File: config.mk
export PLATFORM = sky130hd
export DESIGN_NAME = instr_sequencer
export DESIGN_NICKNAME = d
export VERILOG_FILES = /design/src/rtl/instr_sequencer.sv
export SDC_FILE = /design/constraint.sdc
export NUM_CORES = 1
export LEC_CHECK = 0
export CORE_ASPECT_RATIO = 1.4
export CORE_MARGIN = 2
export CORE_UTILIZATION = 43
export CTS_CLUSTER_DIAMETER = 50
export DETAILED_ROUTE_END_ITERATION = 7
export PLACE_DENSITY = 0.76
export SLEW_MARGIN = 20
export SYNTH_ARGS = -nofsm -noshare
export SYNTH_HDL_FRONTEND = slang
export SYNTH_SLANG_ARGS = --single-unit
File: constraint.sdc
create_clock -name clk -period 2.07 [get_ports clk]
set_clock_uncertainty 0.2 [all_clocks]
set_input_delay 0.414 -clock clk [delete_from_list [all_inputs] [get_ports clk]]
set_output_delay 0.414 -clock clk [all_outputs]
set_load 0.05 [all_outputs]
File: src/rtl/instr_sequencer.sv
// Program sequencer: owns the PC, fetches instruction words over req/ack,
// steps the control unit through EXEC and retires instructions on done.
module instr_sequencer #(
  parameter int PC_W     = 5,
  parameter int PROG_LEN = 32
) (
  input  logic            clk,
  input  logic            reset,
  input  logic            start,
  input  logic            stop,
  output logic            mem_req,
  output logic [PC_W-1:0] mem_addr,
  input  logic            mem_ack,
  input  logic [8:0]      mem_data,
  output logic [8:0]      ir,
  output logic [1:0]      state,
  output logic            run,
  input  logic            done,
  output logic            busy,
  output logic [15:0]     instr_count,
  output logic            err
);

  typedef enum logic [1:0] {
    IDLE  = 2'd0,
    FETCH = 2'd1,
    EXEC  = 2'd2
  } fsm_t;

  localparam logic [PC_W-1:0] LAST_ADDR = PC_W'(PROG_LEN - 1);

  fsm_t            fsm;
  fsm_t            fsm_next;
  logic [PC_W-1:0] pc;
  logic [1:0]      step;
  logic            stop_pend;

  logic            launch;
  logic            load_ir;
  logic            retire;
  logic            overrun;
  logic            halt;

  // NOTE: sequential state uses non-blocking assignments so every register
  // samples the pre-edge values of the others, independent of block order.
  always_ff @(posedge clk or posedge reset) begin
    if (reset) begin
      fsm <= IDLE;
    end else begin
      fsm <= fsm_next;
    end
  end

  // NOTE: every signal written here gets a default first, so no path through
  // the case statement can leave one unassigned and infer a latch.
  always_comb begin
    fsm_next = fsm;
    launch   = 1'b0;
    load_ir  = 1'b0;
    retire   = 1'b0;
    overrun  = 1'b0;
    halt     = 1'b0;
    unique case (fsm)
      IDLE: begin
        if (start) begin
          launch   = 1'b1;
          fsm_next = FETCH;
        end
      end
      FETCH: begin
        if (mem_ack) begin
          load_ir  = 1'b1;
          fsm_next = EXEC;
        end
      end
      EXEC: begin
        // Step 3 ending without done is an overrun, retired like a normal done.
        overrun = !done && (step == 2'd3);
        retire  = done || overrun;
        halt    = retire && (stop_pend || stop);
        if (retire) begin
          fsm_next = halt ? IDLE : FETCH;
        end
      end
      default: fsm_next = IDLE;
    endcase
  end

  always_ff @(posedge clk or posedge reset) begin
    if (reset) begin
      pc          <= '0;
      step        <= 2'd0;
      stop_pend   <= 1'b0;
      ir          <= 9'h000;
      instr_count <= 16'd0;
      err         <= 1'b0;
    end else begin
      if (launch) begin
        pc          <= '0;
        instr_count <= 16'd0;
        err         <= 1'b0;
        stop_pend   <= 1'b0;
      end

      if (load_ir) begin
        ir   <= mem_data;
        step <= 2'd0;
      end else if (fsm == EXEC && !retire) begin
        step <= step + 2'd1;
      end

      if (retire) begin
        pc <= (pc == LAST_ADDR) ? '0 : pc + PC_W'(1);
        if (instr_count != 16'hFFFF) begin
          instr_count <= instr_count + 16'd1;
        end
        if (overrun) begin
          err <= 1'b1;
        end
      end

      // A halting retire consumes the request; stop in IDLE never latches.
      if (halt) begin
        stop_pend <= 1'b0;
      end else if (fsm != IDLE && stop) begin
        stop_pend <= 1'b1;
      end
    end
  end

  assign mem_req  = (fsm == FETCH);
  assign mem_addr = pc;
  assign run      = (fsm == EXEC);
  assign busy     = (fsm != IDLE);
  assign state    = (fsm == EXEC) ? step : 2'd0;

endmodule

==> flow_metrics.tcl, run 1 <==
set metrics [dict create \
    status "complete, but fails checks" \
    violations "design-rule violations" \
    async_flop_share_pct 100 \
    r2r-start "instr_count[0]$_DFF_PP0_" \
    crit_path_start "start" \
    preCtsSetupSlack_ns -0.380 \
    cts-root-buf "clkbuf_8" \
    synth_area_per_cell_sq_um 10.3 \
    totalWireLength_mm 4.34 \
    synth.distinct_cells 40 \
    startpoint_type "input pin" \
    die_x_microns 58.6 \
    r2r-end "instr_count[15]$_DFF_PP0_" \
    fin_ws_ns 0.0565 \
    cts.htree.levels 2 \
    yosysSeqAreaShare_pct 50.2 \
    grt_pass1_wl_mm 7.27 \
    rsz0062_at_grt "no" \
    start_util_pct 45.0 \
    finalSetupViolCount 0 \
    path_class "in2reg" \
    cts_sinks 36 \
    vias_per_cell 5.52 \
    post_dp_cell_area_sq_um 2450 \
    place_hpwl_mm 3.21 \
    nets 267 \
    endpoint "instr_count[2]$_DFF_PP0_" \
    hold_class "in2async" \
    report.final.slew_viol_count 0 \
    dr.pass1.iters 6 \
    grt_use_total_pct 20.4 \
    vdd_drop_max_mv 0.813 \
    post-route-util_pct 64.8 \
    core_region_area_sq_um 3990 \
    syn_area_sq_um 1800 \
    die_area_sq_um 4720 \
    worstPathArrival_ns 1.99 \
    finalInstanceArea_sq_um 2580 \
    ant_nets 0 \
    clkLatencyLatePin_ns 0.29 \
    r2r_slack_ns 0.12 \
    die_h_microns 80.5 \
    holdWs_ns 0.209 \
    first_iter_violations 36 \
    r2r_cells 7 \
    cts_hold_buf 0 \
    powerDensity_nw_per_um2 1210 \
    p_int_mw 1.78 \
    rows 27 \
    grt_max_degree 28 \
    ios 51 \
    path_max_fanout 8 \
    period_needed_ns 2.01 \
    cts.path.max_buffers 2 \
    hold_viol_final 0 \
    p_comb_share_pct 51.5 \
    synthToLayoutAreaGrowth_pct 44.0 \
    ys.warnings.count 0 \
    worst-slew-pin-transition_ns 0.406 \
    synth_ff_type "dfrtp_1" \
    overflow 0 \
    path_clk_slew_ns 0.07 \
    finalCritPeriodShare_pct 97.3 \
    gp_congestion 0.854 \
    switching_share_pct 43.2 \
    clkPwrFrac_pct 16.4 \
    vias 1611 \
    routedWlPerCell_microns 14.9 \
    synth_fp_nets 194 \
    p_seq_share_pct 32.0 \
    crit_path_end_kind "register" \
    syn_inst 175 \
    ys_ff_latch 36 \
    max_freq_mhz 497 \
    tritoncts "yes" \
    numCtsBuffers 5 \
    io_buffers 50 \
    synth_edf_count 0 \
    grt_pass1_vias 1607 \
    switchingPower_mw 1.36 \
    antenna_found_initial 0 \
    required_ns 2.04 \
    maxCapViolations 0 \
    drive_gt1_share_pct 36.9 \
    antenna_cells 0 \
    drcViolationCount 1 \
    relSlewSlack_pct 72.9 \
    setup_tns_ns 0 \
    p_leak_nw 1.22 \
]
cells in the mapped netlist, drive strengths merged (3+ instances only):
library cell / n / area [sq um]
dfrtp: 36 / 901
nand2: 22 / 82.6
o21ai: 18 / 90.1
mux2: 10 / 113
a21oi: 9 / 48.8
nand3: 9 / 45.0
inv: 7 / 26.3
nand4: 6 / 52.6
nor2: 6 / 22.5
a31oi: 5 / 31.3
mux2i: 5 / 50.1
nor3: 5 / 25.0
and2: 4 / 25.0
ha: 4 / 50.1
a22o: 3 / 27.5
through the flow:
step	power [mW]	instances
after floorplan	2.00	175
after detailed placement	2.57	282
after global routing	3.30	292
after CTS	3.12	290
after global placement	2.53	282
final	3.14	292
state kept, by name, summed over array words and instances (netlist names):
signal,cells
instr_count,16
ir,9
mem_addr,5
fsm,2
step,2
err,1
stop_pend,1
placed cells by master (no fill, tap or decap), types with 2 or more instances in the layout:
| cell type | count |
|---|---|
| or2_2 | 2 |
| mux2i_1 | 5 |
| and2_1 | 2 |
| nor3_1 | 5 |
| buf_12 | 4 |
| a31oi_1 | 5 |
| and2_4 | 2 |
| dfrtp_2 | 7 |
| nor2_1 | 6 |
| dfrtp_1 | 29 |
| clkbuf_8 | 6 |
| mux2_2 | 10 |
| nand4_1 | 5 |
| nand3_1 | 8 |
| o21ai_0 | 16 |
| xor2_1 | 2 |
| clkbuf_1 | 2 |
| o21ai_1 | 2 |
| inv_1 | 7 |
| buf_4 | 50 |
| clkdlybuf4s50_1 | 14 |
| ha_1 | 3 |
| xnor2_1 | 2 |
| a22o_1 | 2 |
| nand2_1 | 22 |
| and3_1 | 2 |
| o211ai_1 | 2 |
| a21oi_1 | 8 |
worst min path at each step:
| stage | depth (start not counted) | slack (ns) | endpoint | startpoint |
|---|---|---|---|---|
| floorplan | 1 | 0.28 | fsm[0]$_DFFE_PP0P_ | fsm[0]$_DFFE_PP0P_ |
| global placement | 1 | 0.29 | ir[6]$_DFFE_PP0P_ | ir[6]$_DFFE_PP0P_ |
| detailed placement | 1 | 0.30 | ir[4]$_DFFE_PP0P_ | ir[4]$_DFFE_PP0P_ |
| CTS | 3 | 0.21 | err$_DFF_PP0_ | reset |
| global route | 3 | 0.24 | err$_DFF_PP0_ | reset |
| finish | 3 | 0.21 | err$_DFF_PP0_ | reset |
critical path: stages:
cell	delay [ns]
clkdlybuf4s50_1	0.48
or3b_4	0.41
and2_1	0.17
a22o_4	0.26
o21ai_0	0.16
o21ai_1	0.09
kinds of logic (layout without fill, tap and decap cells):
family          after synthesis  count (layout)  share of synthesized area, %
compound gates               42              42                          14.0
xor+xnor                      4               4                          1.95
mux                          15              15                          9.06
flops                        36              36                          50.2
simple gates                 64              64                          19.4
fa+ha+maj                     4               4                          2.79
buf+inv                      10              84                          2.58
final cells by class:
type,count,area (sq um)
repair buffers,69,607
multi-input cells,129,898
flip-flops and latches,36,910
fillers,359,1400
well taps,43,53.8
inverters,7,26.3
clock buffers,8,90.1
layer usage:
metal,track usage [%],vias up,wire (microns)
met1,22.8,778,1700
met5,0,-,0
met4,8.64,0,50
met2,35.4,45,2350
li1,-,782,-
met3,6.12,6,234
power by group through the flow:
stage | logic, mW | clock network (mW) | registers, mW
finish | 1.62 | 0.515 | 1.01
global route | 1.72 | 0.559 | 1.02
CTS | 1.60 | 0.526 | 1.00
detailed placement | 1.56 | 0 | 1.01
global placement | 1.53 | 0 | 1.00
floorplan | 0.556 | 0 | 1.44
what timing repair did:
item                       CTS  global route
resized for setup            3             4
pin swaps                    0             0
buffers inserted             0             2
setup endpoints to repair    4             3
Power figures use the tool's default switching activity.
==> inputs of run 2 (changes only) <==
--- a/config.mk
+++ b/config.mk
@@ -7,10 +7,12 @@
 export LEC_CHECK = 0
 export CORE_ASPECT_RATIO = 1.4
 export CORE_MARGIN = 2
-export CORE_UTILIZATION = 43
+export CORE_UTILIZATION = 40
 export CTS_CLUSTER_DIAMETER = 50
+export CTS_CLUSTER_SIZE = 24
 export DETAILED_ROUTE_END_ITERATION = 7
-export PLACE_DENSITY = 0.76
+export PLACE_DENSITY = 0.72
+export SETUP_SLACK_MARGIN = 0.15
 export SLEW_MARGIN = 20
 export SYNTH_ARGS = -nofsm -noshare
 export SYNTH_HDL_FRONTEND = slang
==> run 2 against run 1 <==
Against the previous run: sequential share of layout area decreased by 2.2 points; non-clock buffer count grew 5; the run now ends clean; die area increased by 7.1%; largest power group unchanged.
==> flow_metrics.tcl, run 2 (same netlist as run 1, synthesis figures left out) <==
set metrics [dict create \
    overflow 0 \
    path_class "reg2out" \
    io_buffers 50 \
    ios 51 \
    hold_viol_final 0 \
    die_area_sq_um 5050 \
    path_clk_slew_ns 0.07 \
    finalCritPeriodShare_pct 90.8 \
    r2r_cells 7 \
    antenna_found_initial 0 \
    first_iter_violations 74 \
    gp_congestion 0.866 \
    path_max_fanout 3 \
    crit_path_end_kind "output port" \
    powerDensity_nw_per_um2 1250 \
    dr.pass1.iters 4 \
    grt_pass1_wl_mm 7.20 \
    cts.htree.levels 2 \
    cts_hold_buf 0 \
    holdWs_ns 0.227 \
    layout_commonest_cell "buf_4" \
    nets 272 \
    largest_register_ffs 16 \
    largest_register "instr_count" \
    crit_path_start "fsm[1]$_DFFE_PP0P_" \
    cts_sinks 36 \
    clkLatencyLatePin_ns 0.29 \
    vias_per_cell 5.30 \
    grt_pass1_vias 1644 \
    startpoint_type "register" \
    numCtsBuffers 5 \
    tritoncts "yes" \
    finalSetupViolCount 0 \
    cts.path.max_buffers 2 \
    synthToLayoutAreaGrowth_pct 53.8 \
    grt_max_degree 26 \
    antenna_cells 0 \
    cts-root-buf "clkbuf_8" \
    vdd_drop_max_mv 0.937 \
    maxCapViolations 0 \
    final_cell_mix "52 x buf_4, 27 x dfrtp_1, 21 x nand2_1" \
    finalInstanceArea_sq_um 2760 \
    max_freq_mhz 532 \
    post-route-util_pct 64.6 \
    totalWireLength_mm 4.49 \
    r2r-start "instr_count[0]$_DFF_PP0_" \
    relSlewSlack_pct 74.8 \
    fin_ws_ns 0.190 \
    routedWlPerCell_microns 14.3 \
    worstPathArrival_ns 1.27 \
    rows 28 \
    drive_gt1_share_pct 43.7 \
    period_needed_ns 1.88 \
    die_h_microns 83.3 \
    required_ns 1.46 \
    setup_tns_ns 0 \
    report.final.slew_viol_count 0 \
    grt_use_total_pct 18.7 \
    worst-slew-pin-transition_ns 0.375 \
    p_leak_nw 1.28 \
    place_hpwl_mm 3.20 \
    rsz0062_at_grt "yes" \
    die_x_microns 60.6 \
    hold_class "in2async" \
    drcViolationCount 0 \
    start_util_pct 42.0 \
    preCtsSetupSlack_ns -0.384 \
    ant_nets 0 \
    vias 1665 \
    core_region_area_sq_um 4270 \
    post_dp_cell_area_sq_um 2470 \
    status "finished clean" \
]
-- run 2: worst max-delay path: stages, from the launching register on --
cell	delay, ns
dfrtp_1	0.42
buf_4	0.17
or2_4	0.23
buf_8	0.15
-- run 2: path summary, 6_finish.rpt --
kind,end,slack [ns]
worst max-delay path,busy,0.19
worst min-delay path,ir[3]$_DFFE_PP0P_,0.23
worst max register to register,instr_count[8]$_DFF_PP0_,0.20
worst min register to register,err$_DFF_PP0_,0.29
max in group asynchronous,instr_count[5]$_DFF_PP0_,1.10
min in group clk,err$_DFF_PP0_,0.29
-- run 2: power breakdown --
| part | total [mW] | internal, mW | switching, mW |
|---|---|---|---|
| Clock | 0.686 | 0.425 | 0.260 |
| Combinational | 1.76 | 0.726 | 1.03 |
| Sequential | 0.995 | 0.874 | 0.121 |
-- run 2: final cells by class --
type,instances,area (sq um)
clock buffer,7,96.3
multi-input combinational,129,961
timing repair buffer,74,657
sequential,36,912
inverter,7,30.0
tap,60,75.1
fill,378,1510
clock inverter,1,30.0
-- run 2: timing repair --
action | in CTS | in global routing
endpoints found under the setup margin | 17 | 13
resized for setup | 12 | 16
pin swaps | 3 | 7
setup buffers | 4 | 5
gates cloned | 0 | 0
-- run 2: per-layer routing --
layer,part of all wire [%],vias up,track usage [%]
li1,-,794,-
met1,39,801,21.3
met2,54,62,31.5
met3,5.6,8,5.76
met4,1.4,0,7.11
met5,0,-,0
-- run 2: stage by stage --
stage          instances  total power [mW]
2_1_floorplan        175              2.03
3_3_place_gp         297              2.57
3_5_place_dp         297              2.59
4_1_cts              309              3.40
5_1_grt              314              3.62
6_report             314              3.44
